`src/rtl/memmu_sr_scheduler.sv`:
```
// Two-requester round-robin front end for the spherical-representation mapper:
// clamps an angle in centidegrees and converts it to an address and correction.
module memmu_sr_scheduler #(
    parameter int NUMBER_OF_ADDR_BITS = 11,
    parameter int FOV                 = 360
) (
    input  logic                           i_SYSTEM_clk,
    input  logic                           i_SYSTEM_rst,
    input  logic                           i_req0_valid,
    input  logic                           i_req1_valid,
    input  logic [15:0]                    i_req0_angle,
    input  logic [15:0]                    i_req1_angle,
    output logic                           o_req0_ready,
    output logic                           o_req1_ready,
    input  logic                           i_flush,
    output logic                           o_valid,
    input  logic                           i_ready,
    output logic [NUMBER_OF_ADDR_BITS-1:0] o_address,
    output logic [3:0]                     o_correction,
    output logic                           o_id,
    output logic                           o_clamped,
    output logic [15:0]                    o_count0,
    output logic [15:0]                    o_count1
);

    localparam int AW     = NUMBER_OF_ADDR_BITS;
    localparam int N      = 2 ** NUMBER_OF_ADDR_BITS;
    localparam int RES    = (FOV * 100) / N + 1;
    localparam int MAXFOV = FOV * 100 - 1;
    localparam int FACTOR = N / RES;

    localparam logic [15:0] MAXFOV_C = 16'(MAXFOV);
    localparam logic [31:0] FACTOR_C = 32'(FACTOR);
    localparam logic [31:0] RES_C    = 32'(RES);

    function automatic logic [15:0] clamp_angle(input logic [15:0] angle);
        logic [15:0] res;
        if (angle >= MAXFOV_C) begin
            res = MAXFOV_C;
        end else begin
            res = angle;
        end
        return res;
    endfunction

    function automatic logic [AW-1:0] addr_of(input logic [31:0] product);
        return AW'(product >> AW);
    endfunction

    // Residual of the angle not covered by the address grid, kept to 4 bits.
    function automatic logic [3:0] correction_of(input logic [15:0] angle, input logic [AW-1:0] addr);
        return 4'({16'd0, angle} - (32'(addr) * RES_C));
    endfunction

    logic          s1_valid_q;
    logic          s1_id_q;
    logic          s1_clamped_q;
    logic [15:0]   s1_angle_q;
    logic [31:0]   s1_product_q;
    logic          o_valid_q;
    logic [AW-1:0] o_address_q;
    logic [3:0]    o_correction_q;
    logic          o_id_q;
    logic          o_clamped_q;
    logic [15:0]   count0_q;
    logic [15:0]   count1_q;
    logic          prio_q;
    logic          prio_d;
    logic [15:0]   count0_d;
    logic [15:0]   count1_d;

    logic          adv1_s;
    logic          adv2_s;
    logic          gnt0_s;
    logic          gnt1_s;
    logic [15:0]   sel_angle_s;
    logic [15:0]   clamped_angle_s;
    logic          sel_clamped_s;
    logic [31:0]   product_s;
    logic [AW-1:0] s1_addr_s;

    // Pipeline advance conditions.
    always_comb begin
        adv2_s = !o_valid_q || i_ready;
        adv1_s = !s1_valid_q || adv2_s;
    end

    // Round-robin grant; prio_q=0 favours requester 0, nothing accepted while flushing.
    always_comb begin
        gnt0_s = 1'b0;
        gnt1_s = 1'b0;
        if (adv1_s && !i_flush) begin
            if (i_req0_valid && i_req1_valid) begin
                gnt0_s = !prio_q;
                gnt1_s = prio_q;
            end else begin
                gnt0_s = i_req0_valid;
                gnt1_s = i_req1_valid;
            end
        end else begin
            gnt0_s = 1'b0;
            gnt1_s = 1'b0;
        end
    end

    // Selected angle, clamp flag and scaled product for stage 1.
    always_comb begin
        if (gnt1_s) begin
            sel_angle_s = i_req1_angle;
        end else begin
            sel_angle_s = i_req0_angle;
        end
        clamped_angle_s = clamp_angle(sel_angle_s);
        sel_clamped_s   = (sel_angle_s >= MAXFOV_C);
        product_s       = {16'd0, clamped_angle_s} * FACTOR_C;
    end

    // Next priority and counter values.
    always_comb begin
        prio_d   = prio_q;
        count0_d = count0_q;
        count1_d = count1_q;
        if (gnt0_s) begin
            prio_d   = 1'b1;
            count0_d = count0_q + 16'd1;
        end else if (gnt1_s) begin
            prio_d   = 1'b0;
            count1_d = count1_q + 16'd1;
        end else begin
            prio_d   = prio_q;
        end
    end

    assign s1_addr_s = addr_of(s1_product_q);

    // Stage 1: arbitration result, clamp and product.
    always_ff @(posedge i_SYSTEM_clk or negedge i_SYSTEM_rst) begin
        if (!i_SYSTEM_rst) begin
            s1_valid_q   <= 1'b0;
            s1_id_q      <= 1'b0;
            s1_clamped_q <= 1'b0;
            s1_angle_q   <= 16'd0;
            s1_product_q <= 32'd0;
        end else if (i_flush) begin
            s1_valid_q   <= 1'b0;
        end else if (adv1_s) begin
            s1_valid_q   <= gnt0_s || gnt1_s;
            s1_id_q      <= gnt1_s;
            s1_clamped_q <= sel_clamped_s;
            s1_angle_q   <= clamped_angle_s;
            s1_product_q <= product_s;
        end
    end

    // Stage 2: output register, held while the consumer stalls.
    always_ff @(posedge i_SYSTEM_clk or negedge i_SYSTEM_rst) begin
        if (!i_SYSTEM_rst) begin
            o_valid_q      <= 1'b0;
            o_address_q    <= '0;
            o_correction_q <= 4'd0;
            o_id_q         <= 1'b0;
            o_clamped_q    <= 1'b0;
        end else if (i_flush) begin
            o_valid_q      <= 1'b0;
        end else if (adv2_s) begin
            o_valid_q <= s1_valid_q;
            if (s1_valid_q) begin
                o_address_q    <= s1_addr_s;
                o_correction_q <= correction_of(s1_angle_q, s1_addr_s);
                o_id_q         <= s1_id_q;
                o_clamped_q    <= s1_clamped_q;
            end
        end
    end

    // Priority and accepted-request counters survive a flush.
    always_ff @(posedge i_SYSTEM_clk or negedge i_SYSTEM_rst) begin
        if (!i_SYSTEM_rst) begin
            prio_q   <= 1'b0;
            count0_q <= 16'd0;
            count1_q <= 16'd0;
        end else begin
            prio_q   <= prio_d;
            count0_q <= count0_d;
            count1_q <= count1_d;
        end
    end

    assign o_req0_ready = gnt0_s;
    assign o_req1_ready = gnt1_s;
    assign o_valid      = o_valid_q;
    assign o_address    = o_address_q;
    assign o_correction = o_correction_q;
    assign o_id         = o_id_q;
    assign o_clamped    = o_clamped_q;
    assign o_count0     = count0_q;
    assign o_count1     = count1_q;

endmodule

```
`config.mk`:
```
export PLATFORM = sky130hd
export DESIGN_NAME = memmu_sr_scheduler
export DESIGN_NICKNAME = d
export VERILOG_FILES = /design/src/rtl/memmu_sr_scheduler.sv
export SDC_FILE = /design/constraint.sdc
export NUM_CORES = 1
export LEC_CHECK = 0
export CAP_MARGIN = 20
export CORE_UTILIZATION = 58
export CTS_CLUSTER_SIZE = 24
export DETAILED_ROUTE_END_ITERATION = 6
export GPL_ROUTABILITY_DRIVEN = 1
export PLACE_DENSITY_LB_ADDON = 0.3
export REMOVE_ABC_BUFFERS = 1
export SETUP_SLACK_MARGIN = 0.02
export SLEW_MARGIN = 10
export SYNTH_ARGS = -nofsm -noshare
export SYNTH_HDL_FRONTEND = slang
export SYNTH_SLANG_ARGS = --single-unit
```
`constraint.sdc`:
```
create_clock -name i_SYSTEM_clk -period 7.81 [get_ports i_SYSTEM_clk]
set_input_delay 1.562 -clock i_SYSTEM_clk [delete_from_list [all_inputs] [get_ports i_SYSTEM_clk]]
set_output_delay 1.562 -clock i_SYSTEM_clk [all_outputs]
set_load 0.01 [all_outputs]
```
==> results.cfg <==
[outcome]
status = complete, no violations

[sta]
setup_violations = 0
finalCritPeriodShare = 0.943
slew_headroom = 0.388
fmax_ghz = 0.136
slew_viol_final = 0
hold_slack_ns = 0.473
final_hold_viol_count = 0
rsz0062_at_grt = no
tightest_slew_ns = 0.915
setup-tns-final_ns = 0
fin_crit_ns = 7.36
finalClockSkew_ns = 0.00850

[drt]
post_drt_wl_per_cell_um = 15.6
m1WireLength_mm = 4.94
routed_wl_mm = 11.6
via_per_inst = 5.73
first_iter_violations = 258
vias = 4248
drcViolationCount = 0
wl_met3_um = 585
drt_first_pass_iters = 7
top_layer = met4
wl_met2_mm = 5.72
postRouteAntennaNets = 0

[clock_network]
cts_buffers = 9
hold_buffers = 0
clkTransAtPathRegs_ns = 0.07
clk_latency_ns = 0.34
post-cts-setup-buffer-count = 0
cts_resized = 0
cts_tree = done
h-tree-depth = 3
cts_sinks = 69
clockBufferDepth = 2
cts_root_buffer = clkbuf_8

[critical_path]
r2r-start = s1_valid_q
endpoint_kind = register
reg2reg_slack_ns = 1.76
r2r_cells = 21
cpPeakStageDelay_ns = 0.53
crit_fanout = 14
crit_type = input port to register
crit_path_start_kind = input port
critPathBufInv = 4
cp_common_cell = ha_1
r2r-end = s1_product_q[21]
critical_path_required_ns = 8.09
cp_cell_sequence = clkdlybuf4s50_1, nand3b_1, nand4_1, buf_4, o211ai_2, and2_2, nor2_1, ha_1, or3_1, ha_1, ha_1, inv_1, fa_1, inv_1, ha_1, a21o_2, a211oi_1, nand2_1, a211oi_2, nor3_1, or4_1, nand3_1
crit_slowest_cell = fa_1
worst-endpoint-arrival_ns = 7.64
cp_top_family = simple AND/OR/NAND/NOR gates

[grt]
antenna_found_initial = 0
grt_pass1_vias = 4124
grt_first_pass_wirelength_mm = 18.5
grt_max_degree = 70
grt_use_total = 0.259
grt_overflow = 0

[layout]
num_antenna_cells = 0
final_cell_mix = clkdlybuf4s50_1 (88), dfrtp_1 (69), ha_1 (61), nand2_1 (56), inv_1 (53)
area_growth_pct = 24.5
drive_gt1_frac = 0.0912
final_common_cell = clkdlybuf4s50_1
nets = 747

[synth]
synth_cells = 530
syn_avg_cell_area_um2 = 9.70
synth_area_um2 = 5140
synth.distinct_cells = 53
synth_seq_area_share = 0.336
async_reset_ff_frac = 1.00
ys.flop_type = dfrtp_1
ys_ff_latch = 69
synth_edf_count = 0
yosys_warnings = 0

[power]
power_density_nw_per_um2 = 302
leakagePower_uw = 0.00313
finalPower_uw = 1930
peakVddDrop_uv = 139

[place]
port_buffers = 89
hpwlAfterDp_mm = 8.98
gp_congestion = 0.931

[min_path]
hold_path_depth = 1
holdPathEnd = o_count0[15]
min-delay-start = o_count0[15]
hold_path.class = register to register

[floorplanning]
ios = 90
start_util = 0.614
die_x_um = 96.2
row_count = 33
die_h_um = 96.2
dieArea_um2 = 9250
core_um2 = 8380

[run]
maxCapViolCount = 0
## per-layer routing
layer  global-route usage  vias to the layer above
li1                     -                     2024
met5                    0                        -
met4                0.118                        0
met3               0.0348                       31
met2                0.459                      144
met1                0.311                     2049
## worst max path at each step
stage,startpoint,end,cells after the start
2_1_floorplan,i_ready,s1_product_q[21],20
3_3_place_gp,i_ready,s1_product_q[21],22
3_5_place_dp,i_ready,s1_product_q[21],22
4_1_cts,i_ready,s1_product_q[21],22
5_1_grt,i_ready,s1_product_q[21],23
6_report,i_ready,s1_product_q[21],22
## sequential cells by signal (all words and copies together), names as in the netlist
name and count:
prio_q 1, o_clamped 1, o_count0 16, o_id 1, s1_clamped_q 1, s1_valid_q 1
o_correction 4, o_count1 16, o_valid 1, s1_angle_q 3, o_address 11, s1_id_q 1
s1_product_q 12
## worst register-to-register path: stages, from the launching register on
cell	delay, ns
dfrtp_1	0.41
nand3b_1	0.20
nand4_1	0.50
buf_4	0.35
o211ai_2	0.10
and2_2	0.35
nor2_1	0.13
ha_1	0.20
or3_1	0.37
ha_1	0.28
ha_1	0.30
inv_1	0.06
fa_1	0.53
inv_1	0.04
ha_1	0.21
a21o_2	0.23
a211oi_1	0.45
nand2_1	0.13
a211oi_2	0.37
nor3_1	0.16
or4_1	0.52
nand3_1	0.08
## logic make-up after synthesis
kind of cell	share of synthesized area
AO/OA/AOI/OAI	0.0978
XOR/XNOR	0.0818
adder cells (fa/ha/maj)	0.218
buffers and inverters	0.0496
flip-flops	0.336
multiplexers	0.0599
AND/OR/NAND/NOR	0.157
## cells in the mapped netlist, drive strengths merged (2+ instances only)
cell type	n	area, um2
nor3b	2	15.0
o211ai	2	33.8
mux2	14	158
mux2i	15	150
a21oi	13	65.1
or2	6	37.5
maj3	2	20.0
fa	17	340
xnor2	36	315
nand3	24	120
nand3b	2	15.0
clkbuf	8	40.0
o21bai	2	15.0
o211a	3	30.0
and2	5	33.8
nand2	57	216
inv	54	203
a31oi	5	31.3
o31ai	5	42.5
or4	5	45.0
buf	3	12.5
and4	2	17.5
o21ai	20	100
nand4	10	62.6
and3	3	18.8
a211oi	7	57.6
a21o	8	61.3
ha	61	763
a31o	2	17.5
or3	6	37.5
nor2	33	124
dfrtp	69	1730
xor2	12	105
nor3	7	35.0
o21a	3	22.5
## per-stage QoR
step           instances   util  instance area, um2  setup WS [ns]
2_1_floorplan        519      -                5090          0.490
3_3_place_gp         725  0.739                6200          0.446
3_5_place_dp         725  0.739                6200          0.262
4_1_cts              741  0.764                6400          0.578
5_1_grt              741  0.764                6400          0.263
6_report             741  0.764                6400          0.446
## layout make-up
type	count	area, um2
multi-input combinational	396	3160
fill	583	1980
sequential	69	1730
timing repair buffer	101	976
inverter	54	203
clock buffer	11	131
tap	105	131
clock inverter	5	75.1
## power breakdown
| group | total, uW | switching, uW | internal (uW) |
|---|---|---|---|
| Sequential | 541 | 80.8 | 460 |
| Combinational | 1080 | 559 | 525 |
| Clock | 306 | 128 | 178 |
| Total | 1930 | 767 | 1160 |
(Power assumes the default switching activity.)
